`config.mk`:
```
export PLATFORM = sky130hd
export DESIGN_NAME = mem_initiator_flat
export DESIGN_NICKNAME = d
export VERILOG_FILES = /design/src/rtl/mem_initiator_if.sv /design/src/rtl/mem_initiator.sv /design/src/flat_wrapper.sv
export SDC_FILE = /design/constraint.sdc
export NUM_CORES = 1
export LEC_CHECK = 0
export CORE_MARGIN = 1
export CORE_UTILIZATION = 39
export DETAILED_ROUTE_END_ITERATION = 8
export PLACE_DENSITY = 0.8
export SYNTH_ARGS = -nofsm -noshare
export SYNTH_HDL_FRONTEND = slang
export SYNTH_SLANG_ARGS = --single-unit
```
`constraint.sdc`:
```
create_clock -name clk -period 3.3 [get_ports clk]
set_input_delay 0.66 -clock clk [delete_from_list [all_inputs] [get_ports clk]]
set_output_delay 0.66 -clock clk [all_outputs]
set_load 0.01 [all_outputs]
```
`src/rtl/mem_initiator_if.sv`:
```
// Request/response handshake and memory pin bundle for mem_initiator.
// master = initiator side (drives pins and responses), slave = requester/memory side.
interface mem_initiator_if #(
  parameter int ADDR_W = 12,
  parameter int DATA_W = 8,
  parameter int LEN_W  = 4
);
  logic              req_valid;
  logic              req_ready;
  logic              req_wr;
  logic [ADDR_W-1:0] req_addr;
  logic [LEN_W-1:0]  req_len;
  logic [DATA_W-1:0] req_wdata;
  logic              rsp_valid;
  logic [DATA_W-1:0] rsp_rdata;
  logic              rsp_last;
  logic              cen;
  logic              rd;
  logic              wr;
  logic [ADDR_W-1:0] address;
  logic [DATA_W-1:0] din;
  logic [DATA_W-1:0] dout;

  modport master (
    input  req_valid, req_wr, req_addr, req_len, req_wdata, dout,
    output req_ready, rsp_valid, rsp_rdata, rsp_last, cen, rd, wr, address, din
  );
  modport slave (
    output req_valid, req_wr, req_addr, req_len, req_wdata, dout,
    input  req_ready, rsp_valid, rsp_rdata, rsp_last, cen, rd, wr, address, din
  );
endinterface

```
`src/rtl/mem_initiator.sv`:
```
// Burst initiator for the cen/rd/wr memory pin protocol, one beat per clock.
// Optional MEM_INITIATOR_STATS_EN adds saturating write-beat / read-response counters.
module mem_initiator #(
  parameter int ADDR_W       = 12,
  parameter int DATA_W       = 8,
  parameter int READ_LATENCY = 1,
  parameter int LEN_W        = 4
) (
  input  logic clk,
  input  logic rst,
  mem_initiator_if.master bus,
  output logic busy
`ifdef MEM_INITIATOR_STATS_EN
  ,
  output logic [15:0] wr_count,
  output logic [15:0] rd_count
`endif
);
  typedef enum logic [1:0] {IDLE, WRITE, READ, DRAIN} state_t;

  state_t state, state_nxt;
  logic [ADDR_W-1:0] addr_q, addr_nxt;
  logic [DATA_W-1:0] din_q, din_nxt, rsp_data_q;
  logic [LEN_W-1:0]  cnt_q, cnt_nxt;
  logic cen_q, rd_q, wr_q, cen_nxt, rd_nxt, wr_nxt;
  logic ready_q, busy_q, rsp_valid_q, rsp_last_q;
  logic [READ_LATENCY-1:0] vld_pipe, last_pipe;
  logic accept;

  assign accept = (state == IDLE) && bus.req_valid && ready_q;

  always_ff @(posedge clk) begin
    if (rst) state <= IDLE;
    else     state <= state_nxt;
  end

  // Burst states keep one tail cycle with the pins already low before leaving.
  always_comb begin
    state_nxt = state;
    case (state)
      IDLE:    if (accept) state_nxt = bus.req_wr ? WRITE : READ;
      WRITE:   if (!cen_q) state_nxt = IDLE;
      READ:    if (!cen_q)
                 state_nxt = (|vld_pipe || (rsp_valid_q && !rsp_last_q)) ? DRAIN : IDLE;
      DRAIN:   if (rsp_valid_q && rsp_last_q) state_nxt = IDLE;
      default: state_nxt = IDLE;
    endcase
  end

  always_comb begin
    addr_nxt = addr_q;
    din_nxt  = din_q;
    cnt_nxt  = cnt_q;
    cen_nxt  = 1'b0;
    rd_nxt   = 1'b0;
    wr_nxt   = 1'b0;
    case (state)
      IDLE: if (accept) begin
        addr_nxt = bus.req_addr;
        din_nxt  = bus.req_wr ? bus.req_wdata : '0;
        cnt_nxt  = bus.req_len;
        cen_nxt  = 1'b1;
        wr_nxt   = bus.req_wr;
        rd_nxt   = !bus.req_wr;
      end
      WRITE, READ: if (cen_q && cnt_q != '0) begin
        addr_nxt = addr_q + ADDR_W'(1);
        din_nxt  = din_q + DATA_W'(wr_q);
        cnt_nxt  = cnt_q - LEN_W'(1);
        cen_nxt  = 1'b1;
        wr_nxt   = wr_q;
        rd_nxt   = rd_q;
      end
      default: ;
    endcase
  end

  always_ff @(posedge clk) begin
    if (rst) begin
      addr_q      <= '0;
      din_q       <= '0;
      cnt_q       <= '0;
      cen_q       <= 1'b0;
      rd_q        <= 1'b0;
      wr_q        <= 1'b0;
      ready_q     <= 1'b1;
      busy_q      <= 1'b0;
      vld_pipe    <= '0;
      last_pipe   <= '0;
      rsp_valid_q <= 1'b0;
      rsp_last_q  <= 1'b0;
      rsp_data_q  <= '0;
    end else begin
      addr_q  <= addr_nxt;
      din_q   <= din_nxt;
      cnt_q   <= cnt_nxt;
      cen_q   <= cen_nxt;
      rd_q    <= rd_nxt;
      wr_q    <= wr_nxt;
      ready_q <= (state_nxt == IDLE);
      busy_q  <= (state_nxt != IDLE);
      // Stage 0 marks beats whose rd was just sampled by the memory.
      vld_pipe[0]  <= rd_q;
      last_pipe[0] <= rd_q && (cnt_q == '0);
      for (int i = 1; i < READ_LATENCY; i++) begin
        vld_pipe[i]  <= vld_pipe[i-1];
        last_pipe[i] <= last_pipe[i-1];
      end
      rsp_valid_q <= vld_pipe[READ_LATENCY-1];
      rsp_last_q  <= vld_pipe[READ_LATENCY-1] && last_pipe[READ_LATENCY-1];
      if (vld_pipe[READ_LATENCY-1]) rsp_data_q <= bus.dout;
    end
  end

  assign bus.req_ready = ready_q;
  assign bus.rsp_valid = rsp_valid_q;
  assign bus.rsp_rdata = rsp_data_q;
  assign bus.rsp_last  = rsp_last_q;
  assign bus.cen       = cen_q;
  assign bus.rd        = rd_q;
  assign bus.wr        = wr_q;
  assign bus.address   = addr_q;
  assign bus.din       = din_q;
  assign busy          = busy_q;

`ifdef MEM_INITIATOR_STATS_EN
  always_ff @(posedge clk) begin
    if (rst) begin
      wr_count <= '0;
      rd_count <= '0;
    end else begin
      if (wr_q && wr_count != 16'hFFFF)        wr_count <= wr_count + 16'd1;
      if (rsp_valid_q && rd_count != 16'hFFFF) rd_count <= rd_count + 16'd1;
    end
  end
`endif
endmodule

```
`src/flat_wrapper.sv`:
```
// flat-port wrapper written by rule: the top's interface ports become plain ports
module mem_initiator_flat 
#(
  parameter int ADDR_W       = 12,
  parameter int DATA_W       = 8,
  parameter int READ_LATENCY = 1,
  parameter int LEN_W        = 4
)
  (clk, rst, busy, bus_req_valid, bus_req_wr, bus_req_addr, bus_req_len, bus_req_wdata, bus_dout, bus_req_ready, bus_rsp_valid, bus_rsp_rdata, bus_rsp_last, bus_cen, bus_rd, bus_wr, bus_address, bus_din);
  mem_initiator_if #(.ADDR_W(ADDR_W), .DATA_W(DATA_W), .LEN_W(LEN_W)) bus_i ();
  input  logic clk;
  input  logic rst;
  output logic busy;
  input wire logic [$bits(bus_i.req_valid)-1:0] bus_req_valid;
  input wire logic [$bits(bus_i.req_wr)-1:0] bus_req_wr;
  input wire logic [$bits(bus_i.req_addr)-1:0] bus_req_addr;
  input wire logic [$bits(bus_i.req_len)-1:0] bus_req_len;
  input wire logic [$bits(bus_i.req_wdata)-1:0] bus_req_wdata;
  input wire logic [$bits(bus_i.dout)-1:0] bus_dout;
  output wire logic [$bits(bus_i.req_ready)-1:0] bus_req_ready;
  output wire logic [$bits(bus_i.rsp_valid)-1:0] bus_rsp_valid;
  output wire logic [$bits(bus_i.rsp_rdata)-1:0] bus_rsp_rdata;
  output wire logic [$bits(bus_i.rsp_last)-1:0] bus_rsp_last;
  output wire logic [$bits(bus_i.cen)-1:0] bus_cen;
  output wire logic [$bits(bus_i.rd)-1:0] bus_rd;
  output wire logic [$bits(bus_i.wr)-1:0] bus_wr;
  output wire logic [$bits(bus_i.address)-1:0] bus_address;
  output wire logic [$bits(bus_i.din)-1:0] bus_din;
  assign bus_i.req_valid = bus_req_valid;
  assign bus_i.req_wr = bus_req_wr;
  assign bus_i.req_addr = bus_req_addr;
  assign bus_i.req_len = bus_req_len;
  assign bus_i.req_wdata = bus_req_wdata;
  assign bus_i.dout = bus_dout;
  assign bus_req_ready = bus_i.req_ready;
  assign bus_rsp_valid = bus_i.rsp_valid;
  assign bus_rsp_rdata = bus_i.rsp_rdata;
  assign bus_rsp_last = bus_i.rsp_last;
  assign bus_cen = bus_i.cen;
  assign bus_rd = bus_i.rd;
  assign bus_wr = bus_i.wr;
  assign bus_address = bus_i.address;
  assign bus_din = bus_i.din;
  mem_initiator #(.ADDR_W(ADDR_W), .DATA_W(DATA_W), .READ_LATENCY(READ_LATENCY), .LEN_W(LEN_W)) u_core (.clk(clk), .rst(rst), .bus(bus_i), .busy(busy));
endmodule
```
After elaboration in Yosys (flattened, before gate mapping):

Index checks and enable logic that the tools add are counted.

* bits in registers: 43
* bits of input ports: 36
* output and inout port bits: 35
* logic and storage cells: 66

* add/sub/neg operators: 3
* equal/unequal tests: 6
* multiplexer cells: 25
* reductions and logical operators: 18

Operator list (count)
* $mux W12: 2
* $mux W8: 3
* $pmux W12 S2: 1
* $pmux W8 S2: 1
* $add A12 B1 Y12 const B: 1
* $mux W2: 6
* $add A8 B1 Y8: 1
* $mux W4: 2
* $pmux W2 S4: 1
* $pmux W4 S2: 1
* $logic_and A1 B1 Y1: 7
* $pmux W1 S2: 3
* $mux W1: 5
* $eq A2 B2 Y1 const B: 2
* $logic_not A2 Y1: 2
* $logic_not A4 Y1: 1
* $ne A2 B1 Y1 const B: 2
* $reduce_bool A2 Y1: 2
* $reduce_bool A4 Y1: 1
* $sub A4 B1 Y4 const B: 1
* $reduce_and A3 Y1: 1
* $eq A2 B1 Y1 const B: 1
* $logic_not A1 Y1: 2
* $ne A2 B2 Y1 const B: 1
* other kinds (2): 2

Longest topological paths before layout:

* depth after elaboration: 7
* mapped depth: 8
* depth with buffers taken out: 6

Worst setup path after synthesis:

No wires, ideal clock.

* path type: reg2reg
* start point: register u_core.state[1]
* end point: register u_core.din_q[7] (netlist: u_core.bus.din[7])
* library setup time: 0.117 ns
* arrival time: 1.660 ns
* slack: 1.523 ns
* stages on the path, launching flop included: 8
* cells stage by stage: dfxtp_1 > inv_1 > ha_1 > buf_2 > inv_1 > clkbuf_1 > o21ai_0 > a32o_1

* longest elaborated chain between the ends: 5

Ends and longest elaborated chain
* from (decl): line mem_initiator.sv:21 `state_t state, state_nxt;`
* from (signal assigned): line mem_initiator.sv:34 `else state <= state_nxt;`
* $logic_not A2 Y1: line mem_initiator.sv:30, mem_initiator.sv:57
* $logic_and A1 B1 Y1 (2 in series): line mem_initiator.sv:30 `assign accept = (state == IDLE) && bus.req_valid && ready_q;`
* $ne A2 B1 Y1 (no source line)
* $reduce_and A3 Y1 (no source line)
* to (signal assigned): line mem_initiator.sv:95 `din_q <= din_nxt;`
* to (decl): line mem_initiator.sv:23 `logic [DATA_W-1:0] din_q, din_nxt, rsp_data_q;`

Parallel ways exist; a longest one is shown, timed or not.
A chain may end at the register's enable or synchronous reset.

Worst setup path in the final report:

* start point: register u_core.state[1]
* end point: register u_core.cnt_q[1]

* longest elaborated chain between the ends: 5

Ends and longest elaborated chain
* $logic_not A2 Y1: line mem_initiator.sv:30, mem_initiator.sv:57
* $logic_and A1 B1 Y1 (2 in series): line mem_initiator.sv:30
* $ne A2 B1 Y1 (no source line)
* $reduce_and A3 Y1 (no source line)
* to (signal assigned): line mem_initiator.sv:96 `cnt_q <= cnt_nxt;`
* to (decl): line mem_initiator.sv:24 `logic [LEN_W-1:0] cnt_q, cnt_nxt;`

Parallel ways exist; a longest one is shown, timed or not.

==> impl_metrics.py <==
metrics = {
    "placed_design": {
        "hpwl_um": 4370,
        "gp_congestion": 0.856,
        "io_buffer_count": 70,
    },
    "synth": {
        "ys_seq_area_frac": 0.371,
        "ys_types": 50,
        "synth_ff_type": "dfxtp_1",
        "yosysWarnings": 0,
        "synth_nets": 326,
        "postSynthAreaPerCell_um2": 8.23,
        "synth.cell_area_um2": 2320,
        "synth_edf_count": 0,
        "synthArstFlopShare": 0,
        "ys_seq_elements": 43,
        "synth_most_common_cell": "dfxtp_1",
        "synth_area_leaders": "dfxtp_1 (37%), o21ai_0 (5.0%), mux2i_1 (4.7%)",
        "yosys-top-cells-count": "dfxtp_1 (43), nor2_1 (27), nand2_1 (24), o21ai_0 (23)",
        "syn_inst": 282,
        "netlist.area_leader.share": 0.371,
        "yosysTopAreaCell": "dfxtp_1",
    },
    "global_route": {
        "track_usage": 0.201,
        "grt_pass1_wl_um": 10000,
        "grt_max_degree": 36,
        "grt_overflow": 0,
        "antenna_found_initial": 0,
        "grt_pass1_vias": 2092,
    },
    "run": {
        "drv_cap": 0,
    },
    "critical_path": {
        "path_buf_inv": 2,
        "max_stage_delay_ns": 0.57,
        "critPathLaunchType": "register",
        "required_ns": 3.45,
        "cp-startpoint": "u_core.state[1]$_SDFF_PP0_",
        "path_class": "reg2reg",
        "crit_path_top_delay_cell": "o2111ai_2",
        "path_cells": "inv_1 -> ha_1 -> inv_1 -> o2111ai_2 -> a211oi_1 -> a211oi_2",
        "endpoint_kind": "register",
        "cp_common_cell": "inv_1",
        "r2r-start": "u_core.state[1]$_SDFF_PP0_",
        "critical-path-top-delay-family": "compound AO/OA/AOI/OAI gates",
        "critPathMaxFanout": 20,
        "arrival_ns": 2.61,
    },
    "die": {
        "die_y_um": 79.1,
        "core_um2": 5610,
        "die_w_um": 79.1,
        "rows": 27,
        "start_util": 0.414,
        "io_pins": 71,
        "die-area_um2": 6260,
    },
    "routing": {
        "drtIter0Drc": 181,
        "via_per_inst": 5.63,
        "drt_pre_antenna_iters": 5,
        "wire_per_inst_um": 14.7,
        "drc": 0,
        "postRouteAntennaNets": 0,
        "vias": 2372,
        "wirelength_um": 6190,
    },
    "min_path": {
        "hp-class": "reg2reg",
        "hp-start": "u_core.last_pipe$_SDFF_PP0_",
    },
    "finish": {
        "num_antenna_cells": 0,
        "nFillCells": 543,
        "final_core_util": 0.563,
        "nNetsFinal": 392,
        "drive_gt1_frac": 0.0602,
        "multi_input_area_um2": 1330,
        "area_delta_synth_final_pct": 36.0,
        "register_area_um2": 861,
    },
    "pwr": {
        "p_leak_nw": 1.12,
        "finalPower_mw": 2.46,
        "ir_drop_mv": 0.409,
        "power.density_nw_per_um2": 779,
    },
    "clock_network": {
        "cts_tree": "built",
        "clkLatencyLatePin_ns": 0.30,
        "cts_resized": 0,
        "cts_setup_buffers": 0,
        "hold_buffers": 0,
        "htreeDepth": 2,
        "path_clk_slew_ns": 0.09,
        "numCtsBuffers": 5,
        "clock_path_buffers": 2,
        "cts_root_buf": "clkbuf_8",
        "cts_sinks": 43,
    },
    "timing": {
        "max-slew-margin-rel": 0.393,
        "tns_ns": 0,
        "hold_violations": 0,
        "finalClockSkew_ns": 0.00649,
        "rsz0062_at_grt": "false",
        "min_period_ns": 2.45,
        "setup_viol": 0,
        "worst_pin_slew_ns": 0.911,
        "fmax_mhz": 408,
        "fin_crit_sh": 0.743,
        "drv_slew": 0,
    },
    "outcome": {
        "status": "finished, final reports clean",
    },
}
per-stage QoR:
step / worst slack, ns / hold WS [ns] / cell area (um^2) / cells
floorplan: 1.52 / 0.406 / 2320 / 282
global placement: 0.802 / 0.415 / 3070 / 413
detailed placement: 0.780 / 0.427 / 3070 / 413
CTS: 0.877 / 0.456 / 3160 / 421
global route: 0.672 / 0.476 / 3160 / 421
finish: 0.849 / 0.446 / 3160 / 421
placed cells by master (no fill, tap or decap), types with 2 or more instances in the layout:
cell type	netlist	final
clkdlybuf4s50_1	0	70
nand3b_1	2	2
nand3_1	13	13
clkinvlp_4	0	2
and4_1	2	2
inv_1	15	15
o21a_1	2	2
a211oi_1	5	5
a211oi_2	2	2
clkbuf_8	0	5
o31ai_1	2	2
a31oi_1	6	6
dfxtp_1	43	43
mux2i_1	11	11
nor4_1	3	3
nand2b_1	2	2
o21ai_0	23	23
ha_1	8	8
nand2_1	24	24
a221oi_1	3	3
and2_1	7	7
buf_4	1	4
a21oi_1	15	15
and3_1	3	3
nor2_1	27	27
nand4_1	3	3
nor3_1	10	10
a32o_1	4	4
o31a_1	3	3
o2bb2ai_1	2	2
nor2b_1	8	8
kinds of logic (layout without fill, tap and decap cells):
family                     Yosys count  count (layout)  share of synthesized area
DFF                                 43              43                      0.371
buffers and inverters               30              97                     0.0561
muxes                               11              11                     0.0475
and+or+nand+nor                    108             108                      0.230
AOI/OAI and AO/OA                   82              82                      0.252
adders and majority gates            8               8                     0.0432
sequential cells by signal, summed over array words and instances (netlist names):
register	count
u_core.cnt_q	4
u_core.bus.req_ready	1
u_core.bus.address	12
u_core.bus.wr	1
u_core.bus.cen	1
u_core.bus.din	8
u_core.bus.rsp_rdata	8
u_core.bus.rsp_valid	1
u_core.last_pipe	1
u_core.state	2
u_core.bus.rsp_last	1
u_core.vld_pipe	1
u_core.bus.rd	1
u_core.busy	1
power breakdown:
group	leakage (nW)	switching [mW]	internal (mW)
clock network	0.0402	0.189	0.147
logic	0.725	0.710	0.580
registers	0.352	0.173	0.660
layout make-up:
type	count	area share
clock buffers	5	0.0218
well taps	72	0.0285
flip-flops and latches	43	0.273
multi-input cells	209	0.421
clock inverters	3	0.00634
inverters	15	0.0178
repair buffers	74	0.232
routing by layer:
metal  vias to the layer above  wire length [um]  GRT usage
met5                         -                 0          0
met4                         0                97     0.0727
met3                        10               312     0.0310
met2                        84              3020      0.326
met1                      1117              2750      0.268
li1                       1161                 -          -
path summary, 6_finish.rpt:
path,to,slack [ns],cells past startpoint
setup / recovery,u_core.cnt_q[1]$_SDFFE_PP0P_,0.85,6
hold / removal,u_core.bus.rsp_last$_SDFF_PP0_,0.45,1
setup reg to reg,u_core.cnt_q[1]$_SDFFE_PP0P_,0.85,6
hold reg to reg,u_core.bus.rsp_last$_SDFF_PP0_,0.45,1
Note: power is estimated with default switching activity, not from simulation.
